[config.mk]
export PLATFORM = sky130hd
export DESIGN_NAME = mult_periph_core
export DESIGN_NICKNAME = d
export VERILOG_FILES = /design/src/rtl/mult_periph_core.sv
export SDC_FILE = /design/constraint.sdc
export NUM_CORES = 1
export LEC_CHECK = 0
export CORE_ASPECT_RATIO = 0.5
export CORE_MARGIN = 3
export CORE_UTILIZATION = 58
export CTS_BUF_LIST = sky130_fd_sc_hd__clkbuf_4 sky130_fd_sc_hd__clkbuf_8 sky130_fd_sc_hd__clkbuf_16
export DETAILED_ROUTE_END_ITERATION = 12
export PLACE_DENSITY = 0.9
export SLEW_MARGIN = 20
export SYNTH_ARGS = -nofsm -noshare
export SYNTH_HDL_FRONTEND = slang
export SYNTH_SLANG_ARGS = --single-unit
export TNS_END_PERCENT = 1
[constraint.sdc]
create_clock -name clk -period 4.1 [get_ports clk]
set_clock_uncertainty 0.05 [all_clocks]
set_input_delay 0.41 -clock clk [delete_from_list [all_inputs] [get_ports clk]]
set_output_delay 0.41 -clock clk [all_outputs]
set_load 0.03 [all_outputs]
[src/rtl/mult_periph_core.sv]
// -----------------------------------------------------------------------------
// mult_periph_core
//   Memory-mapped sequential shift-add multiplier. A simple single-cycle
//   register port feeds operand, control and status registers. The engine
//   processes one multiplier bit per clock and then applies the result sign.
//
//   Register map (word offsets, bits [1:0] of the offset are ignored):
//     0x0 CTRL/STATUS  W: bit0 soft reset, bit1 start   R: {29'b0, err, busy, rdy}
//     0x4 A            low WIDTH bits stored
//     0x8 B            low WIDTH bits stored
//     0xC P            product, sign/zero extended to 32 bits, read-only
//     0x10 IRQ         {30'b0, irq_pend, irq_mask}  (only with SEQ_MULT_IRQ_EN)
//
//   Handshake: register port has no backpressure. A write is taken on every
//   clock where wr_en is high. A read is taken on every clock where rd_en is
//   high; rd_data/rd_valid are presented on the following cycle, and reflect
//   register contents from before any write in the same cycle.
//
//   Ports:
//     clk, reset          clock, synchronous active-high reset
//     wr_en/wr_off/wr_data register write port
//     rd_en/rd_off        register read request
//     rd_data/rd_valid    read response, one cycle after rd_en
//     rdy                 result valid (held until start / soft reset / reset)
//     busy                engine running (RUN and FIX states)
//     o_dbg_state         current FSM state (IDLE=0, RUN=1, FIX=2, DONE=3)
//     irq                 pend & mask (only with SEQ_MULT_IRQ_EN)
//
//   Optional feature macro: SEQ_MULT_IRQ_EN adds the irq port and IRQ register;
//   the offset ports then widen to 5 bits so offset 0x10 is addressable.
// -----------------------------------------------------------------------------
module mult_periph_core #(
  parameter int WIDTH  = 8,
  parameter bit SIGNED = 1'b1
) (
  input  logic        clk,
  input  logic        reset,
  input  logic        wr_en,
`ifdef SEQ_MULT_IRQ_EN
  input  logic [4:0]  wr_off,
`else
  input  logic [3:0]  wr_off,
`endif
  input  logic [31:0] wr_data,
  input  logic        rd_en,
`ifdef SEQ_MULT_IRQ_EN
  input  logic [4:0]  rd_off,
`else
  input  logic [3:0]  rd_off,
`endif
  output logic [31:0] rd_data,
  output logic        rd_valid,
  output logic        rdy,
  output logic        busy,
`ifdef SEQ_MULT_IRQ_EN
  output logic        irq,
`endif
  output logic [1:0]  o_dbg_state
);

`ifdef SEQ_MULT_IRQ_EN
  localparam int OW = 5;
`else
  localparam int OW = 4;
`endif
  localparam int IW = OW - 2;
  localparam int PW = 2 * WIDTH;
  localparam int CW = (WIDTH > 2) ? $clog2(WIDTH) : 1;

  localparam logic [IW-1:0] IDX_CTRL = IW'(0);
  localparam logic [IW-1:0] IDX_A    = IW'(1);
  localparam logic [IW-1:0] IDX_B    = IW'(2);
  localparam logic [IW-1:0] IDX_P    = IW'(3);
`ifdef SEQ_MULT_IRQ_EN
  localparam logic [IW-1:0] IDX_IRQ  = IW'(4);
`endif

  localparam logic [WIDTH-1:0] ONE_W    = WIDTH'(1);
  localparam logic [PW-1:0]    ONE_P    = PW'(1);
  localparam logic [CW-1:0]    CNT_LAST = CW'(WIDTH - 1);

  typedef enum logic [1:0] {
    S_IDLE = 2'd0,
    S_RUN  = 2'd1,
    S_FIX  = 2'd2,
    S_DONE = 2'd3
  } state_t;

  state_t           r_state;
  logic [WIDTH-1:0] r_a;
  logic [WIDTH-1:0] r_b;
  logic [WIDTH-1:0] r_mplier;
  logic [PW-1:0]    r_mcand;
  logic [PW-1:0]    r_acc;
  logic [PW-1:0]    r_p;
  logic [CW-1:0]    r_cnt;
  logic             r_sign;
  logic             r_err;
  logic             r_rdy;
  logic             r_busy;
  logic             r_rd_valid;
  logic [31:0]      r_rd_data;
`ifdef SEQ_MULT_IRQ_EN
  logic             r_irq_mask;
  logic             r_irq_pend;
`endif

  logic [IW-1:0]    w_wr_idx;
  logic [IW-1:0]    w_rd_idx;
  logic             w_ctrl_wr;
  logic             w_soft;
  logic             w_start;
  logic [WIDTH-1:0] w_a_abs;
  logic [WIDTH-1:0] w_b_abs;
  logic             w_sign;
  logic [PW-1:0]    w_fix;
  logic [31:0]      w_p_ext;
  logic [31:0]      w_rd_mux;
  logic             w_unused;

  assign w_wr_idx  = wr_off[OW-1:2];
  assign w_rd_idx  = rd_off[OW-1:2];
  assign w_ctrl_wr = wr_en && (w_wr_idx == IDX_CTRL);
  assign w_soft    = w_ctrl_wr && wr_data[0];
  // Soft reset takes priority over a start carried in the same write.
  assign w_start   = w_ctrl_wr && wr_data[1] && !wr_data[0];

  // Magnitudes of the operands. The most negative value maps to 2^(WIDTH-1),
  // which still fits in WIDTH unsigned bits, so no product overflow is possible.
  assign w_a_abs = (SIGNED && r_a[WIDTH-1]) ? (~r_a + ONE_W) : r_a;
  assign w_b_abs = (SIGNED && r_b[WIDTH-1]) ? (~r_b + ONE_W) : r_b;
  assign w_sign  = SIGNED ? (r_a[WIDTH-1] ^ r_b[WIDTH-1]) : 1'b0;

  assign w_fix   = r_sign ? (~r_acc + ONE_P) : r_acc;
  assign w_p_ext = SIGNED ? 32'($signed(r_p)) : 32'(r_p);

  always_comb begin
    w_rd_mux = 32'd0;
    case (w_rd_idx)
      IDX_CTRL: w_rd_mux = {29'd0, r_err, r_busy, r_rdy};
      IDX_A:    w_rd_mux = 32'(r_a);
      IDX_B:    w_rd_mux = 32'(r_b);
      IDX_P:    w_rd_mux = w_p_ext;
`ifdef SEQ_MULT_IRQ_EN
      IDX_IRQ:  w_rd_mux = {30'd0, r_irq_pend, r_irq_mask};
`endif
      default:  w_rd_mux = 32'd0;
    endcase
  end

  // Upper data bits and the byte-lane offset bits carry no meaning here.
  assign w_unused = ^{wr_data, wr_off[1:0], rd_off[1:0]};

  always_ff @(posedge clk) begin
    if (reset) begin
      r_state    <= S_IDLE;
      r_a        <= '0;
      r_b        <= '0;
      r_mplier   <= '0;
      r_mcand    <= '0;
      r_acc      <= '0;
      r_p        <= '0;
      r_cnt      <= '0;
      r_sign     <= 1'b0;
      r_err      <= 1'b0;
      r_rdy      <= 1'b0;
      r_busy     <= 1'b0;
      r_rd_valid <= 1'b0;
      r_rd_data  <= '0;
`ifdef SEQ_MULT_IRQ_EN
      r_irq_mask <= 1'b0;
      r_irq_pend <= 1'b0;
`endif
    end else begin
      // Read path samples the pre-write register values.
      r_rd_valid <= rd_en;
      r_rd_data  <= rd_en ? w_rd_mux : 32'd0;

      // Operand registers are always writable; a running job uses its copies.
      if (wr_en && (w_wr_idx == IDX_A)) r_a <= wr_data[WIDTH-1:0];
      if (wr_en && (w_wr_idx == IDX_B)) r_b <= wr_data[WIDTH-1:0];

`ifdef SEQ_MULT_IRQ_EN
      if (wr_en && (w_wr_idx == IDX_IRQ)) begin
        r_irq_mask <= wr_data[0];
        if (wr_data[1]) r_irq_pend <= 1'b0;
      end
      // Placed after the clear so a same-cycle set wins.
      if (!w_soft && (r_state == S_FIX)) r_irq_pend <= 1'b1;
      if (w_soft) begin
        r_irq_mask <= 1'b0;
        r_irq_pend <= 1'b0;
      end
`endif

      if (w_soft) begin
        r_state <= S_IDLE;
        r_p     <= '0;
        r_rdy   <= 1'b0;
        r_err   <= 1'b0;
        r_busy  <= 1'b0;
      end else begin
        if (w_start && r_busy) r_err <= 1'b1;
        case (r_state)
          S_IDLE, S_DONE: begin
            if (w_start) begin
              r_mcand  <= {{WIDTH{1'b0}}, w_a_abs};
              r_mplier <= w_b_abs;
              r_sign   <= w_sign;
              r_acc    <= '0;
              r_cnt    <= '0;
              r_rdy    <= 1'b0;
              r_busy   <= 1'b1;
              r_state  <= S_RUN;
            end
          end
          S_RUN: begin
            // Multiplicand is pre-shifted each cycle, equivalent to shifting by count.
            if (r_mplier[0]) r_acc <= r_acc + r_mcand;
            r_mcand  <= r_mcand << 1;
            r_mplier <= r_mplier >> 1;
            r_cnt    <= r_cnt + CW'(1);
            if (r_cnt == CNT_LAST) r_state <= S_FIX;
          end
          S_FIX: begin
            r_p     <= w_fix;
            r_rdy   <= 1'b1;
            r_busy  <= 1'b0;
            r_state <= S_DONE;
          end
          default: r_state <= S_IDLE;
        endcase
      end
    end
  end

  assign rd_data     = r_rd_data;
  assign rd_valid    = r_rd_valid;
  assign rdy         = r_rdy;
  assign busy        = r_busy;
  assign o_dbg_state = r_state;
`ifdef SEQ_MULT_IRQ_EN
  assign irq         = r_irq_pend & r_irq_mask;
`endif

endmodule

==> flow_summary.toml <==
[outcome]
status = "finished, final reports clean"

[synth]
synthTopCellsByCount = "sky130_fd_sc_hd__dfxtp_1, sky130_fd_sc_hd__nand2_1, sky130_fd_sc_hd__nor2_1"
synthMostInstantiatedCell = "sky130_fd_sc_hd__dfxtp_1"
yosysUniqueCellTypes = 53
ys_ff_latch = 98
synthFlopType = "sky130_fd_sc_hd__dfxtp_1"
synth_enable_flop_cells = 0
synthesis.yosys.warnings = 0
synth_area_leader_cell = "sky130_fd_sc_hd__dfxtp_1"
synth_nets = 664
yosysTopAreaCellShare_pct = 38.78
syn_avg_cell_area_um2 = 8.488
yosysSeqAreaShare_pct = 38.78
postSynth.asyncResetShare_pct = 0
synth_cells = 596
synthesis.area_mm2 = 0.005059
ys_top_cells_by_area = "sky130_fd_sc_hd__dfxtp_1, sky130_fd_sc_hd__nand2_1, sky130_fd_sc_hd__ha_1"

[place]
post_place_cells = 718
dpl-instance-area_mm2 = 0.005510
detailed_place_hpwl_um = 8549
dp_slack_ns = 1.179
gp_congestion = 0.8582
numPortBuffers = 52

[timing]
timing.final.ws_setup_ns = 1.445
setup_repair_after_global_routing_missed_its_margin = "false"
clock.fmax_mhz = 376.7
drv_slew = 0
setup-tns-final_ns = 0
setup-violations-final = 0
fin_hold_ws_ns = 0.4063
layout_worst_path_cycle_share_pct = 64.75
worst_slew_margin_rel_pct = 41.83
timing.final.hold_violations = 0
worst_pin_slew_ns = 0.8725
min_period_ns = 2.655

[min_path]
worstHoldPathCells = 2
hold_crit_endpoint = "r_cnt[2]"
hold_class = "reg -> reg"
hold_path_startpoint = "r_cnt[2]"

[critical_path]
arrival_ns = 2.83
timing.setup.critical_path_class = "in -> reg"
crit_path_max_fanout = 20
crit_path_max_incr_delay_ns = 0.64
critPathRequiredTime_ns = 4.28
worst_path_max_delay_cell = "sky130_fd_sc_hd__or2_1"
cp_num_buf_inv = 1
critical-path-top-delay-family = "simple AND/OR/NAND/NOR gates"
setup.worst_path.start_class = "primary input"
critical_path.endpoint_type = "flop"
worst-r2r-setup-slack_ns = 1.46
regToRegStartpoint = "r_acc[0]"
rr_endpoint = "r_acc[14]"
crit_start = "wr_en"
critical_path.cell_chain = "clkdlybuf4s50_1, nor3b_1, and2_1, or2_1, a211oi_2, a21oi_1, o22ai_1"
r2r.worst_path.cells = 10

[routing]
drt-initial-drc-count = 384
vias = 4386
drc = 0
via_per_inst = 5.975
drt_wl_total_um = 12330
route.antenna.remaining_nets = 0
drt-wirelength-per-cell_um = 16.79
drt_first_pass_iters = 5

[grt]
pin_count_of_the_biggest_net_entering_global_routing = 55
grt_antenna_before_repair = 0
grt_pass1_wl_um = 20580
grtUsageTotal_pct = 25.41
first_global_vias = 4256
globalRouteOverflowTotal = 0

[die]
placement_rows = 23
die_height_um = 72.04
die-width_um = 138.1
overall_die_area_mm2 = 0.009946
number_of_i_o_pins = 81
design.core.area_mm2 = 0.008230
start_util_pct = 61.46

[pwr]
report.power.total_mw = 2.502
power-per-cell-area_mw_per_mm2 = 431.6
max-vdd-ir-drop_mv = 0.4155
power_leakage_nw = 2.326

[cts]
clockRootBuffer = "sky130_fd_sc_hd__clkbuf_16"
cts_hold_repair.buffers = 0
clock_latency_ns = 0.34
clockBufferDepth = 2
number_of_levels_in_the_clock_h_tree = 3
clock_transition_at_the_registers_of_the_reported_paths_ns = 0.07
cts-resized-gates = 0
inserted_clock_buffers = 9
cts_tree = "yes"
clock-sinks = 98
cts_setup_buffers = 0

[final_layout]
post_route_cell_area_mm2 = 0.005797
finish.utilization_pct = 70.43
antennaDiodeCount = 0
post_route_non_filler_standard_cell_count = 734
post_route_cells_drive_above_1_share_pct = 6.109
num-nets-final = 685
area_overhead_of_the_layout_relative_to_synthesis_pct = 14.59

[job]
drv.max_cap_violation_count = 0
==> report_power, final <==
group          total, mW  leakage (nW)  internal (mW)  switching, mW
clock network      0.808         0.139          0.433          0.375
registers           1.07         0.793           1.02         0.0563
logic              0.622          1.39          0.197          0.425
total               2.50          2.33           1.65          0.856
==> cells in the final DEF (no fill, tap or decap), types with 3 or more instances in the layout <==
master / netlist / final
sky130_fd_sc_hd__o21ai_0: 25 / 25
sky130_fd_sc_hd__or3_1: 4 / 4
sky130_fd_sc_hd__a211oi_1: 12 / 12
sky130_fd_sc_hd__mux2_2: 5 / 5
sky130_fd_sc_hd__nand4_1: 3 / 3
sky130_fd_sc_hd__mux4_2: 3 / 3
sky130_fd_sc_hd__nor2b_1: 8 / 8
sky130_fd_sc_hd__a22o_1: 7 / 7
sky130_fd_sc_hd__clkdlybuf4s50_1: 0 / 51
sky130_fd_sc_hd__ha_1: 23 / 23
sky130_fd_sc_hd__a21oi_1: 49 / 49
sky130_fd_sc_hd__clkbuf_16: 0 / 9
sky130_fd_sc_hd__and2_1: 11 / 11
sky130_fd_sc_hd__dfxtp_1: 98 / 98
sky130_fd_sc_hd__inv_1: 15 / 15
sky130_fd_sc_hd__o21ai_1: 3 / 3
sky130_fd_sc_hd__nand3b_1: 3 / 3
sky130_fd_sc_hd__buf_4: 16 / 5
sky130_fd_sc_hd__nand2_1: 81 / 81
sky130_fd_sc_hd__mux2i_1: 24 / 24
sky130_fd_sc_hd__xnor2_1: 11 / 11
sky130_fd_sc_hd__o31ai_1: 4 / 4
sky130_fd_sc_hd__nand3_1: 13 / 13
sky130_fd_sc_hd__o22ai_1: 4 / 4
sky130_fd_sc_hd__nand2b_1: 8 / 8
sky130_fd_sc_hd__nor2_1: 59 / 59
sky130_fd_sc_hd__a22oi_1: 12 / 12
sky130_fd_sc_hd__o21a_1: 3 / 3
sky130_fd_sc_hd__xor2_1: 24 / 24
sky130_fd_sc_hd__a21o_1: 5 / 5
sky130_fd_sc_hd__nor3_1: 7 / 7
==> state kept, by name, indices dropped and copies added (netlist names) <==
signal       count
busy             1
o_dbg_state      2
r_a              8
r_acc           16
r_b              8
r_cnt            3
r_err            1
r_mcand         16
r_mplier         8
r_p             16
r_sign           1
rd_data         16
rd_valid         1
rdy              1
==> worst min-delay path: stages (launching register included) <==
cell                      delay, ns
sky130_fd_sc_hd__dfxtp_1       0.31
sky130_fd_sc_hd__nand2_1       0.05
sky130_fd_sc_hd__a21oi_1       0.05
==> area by class of cell <==
cell class                 instances  area, um2
clock buffer                      10      239.0
clock inverter                     6      47.55
fill                             557       2434
inverter                          15      56.30
multi-input combinational        436       2799
sequential                        98       1962
tap                              112      140.1
timing repair buffer              57      553.0
==> metal layers <==
layer / wire length, um / vias to the layer above / GRT usage, % / part of all wire [%]
met4: 359 / 0 / 10.41 / 2.9
met3: 991 / 38 / 6.847 / 8.0
met2: 5753 / 205 / 43.95 / 47
met5: 0 / - / 0 / 0
li1: - / 2091 / - / -
met1: 5221 / 2052 / 30.71 / 42
==> cells by family (layout without fill, tap and decap cells) <==
family          count (synthesis)  in the layout  share of synthesized area, %
compound gates                139            139                         17.76
simple gates                  206            206                         18.23
fa+ha+maj                      24             24                         6.085
flops                          98             98                         38.78
mux                            32             32                         7.197
buf+inv                        62             88                         5.887
xor+xnor                       35             35                         6.060
==> how the worst max path moves through the flow <==
stage,slack [ns],endpoint,depth (start not counted)
after floorplan,1.87,r_acc[14],10
after global placement,1.31,r_acc[15],7
after detailed placement,1.18,r_acc[15],7
after CTS,1.49,r_acc[14],10
after global routing,1.27,r_acc[14],10
final,1.45,r_acc[15],7
Power figures use the tool's default switching activity.
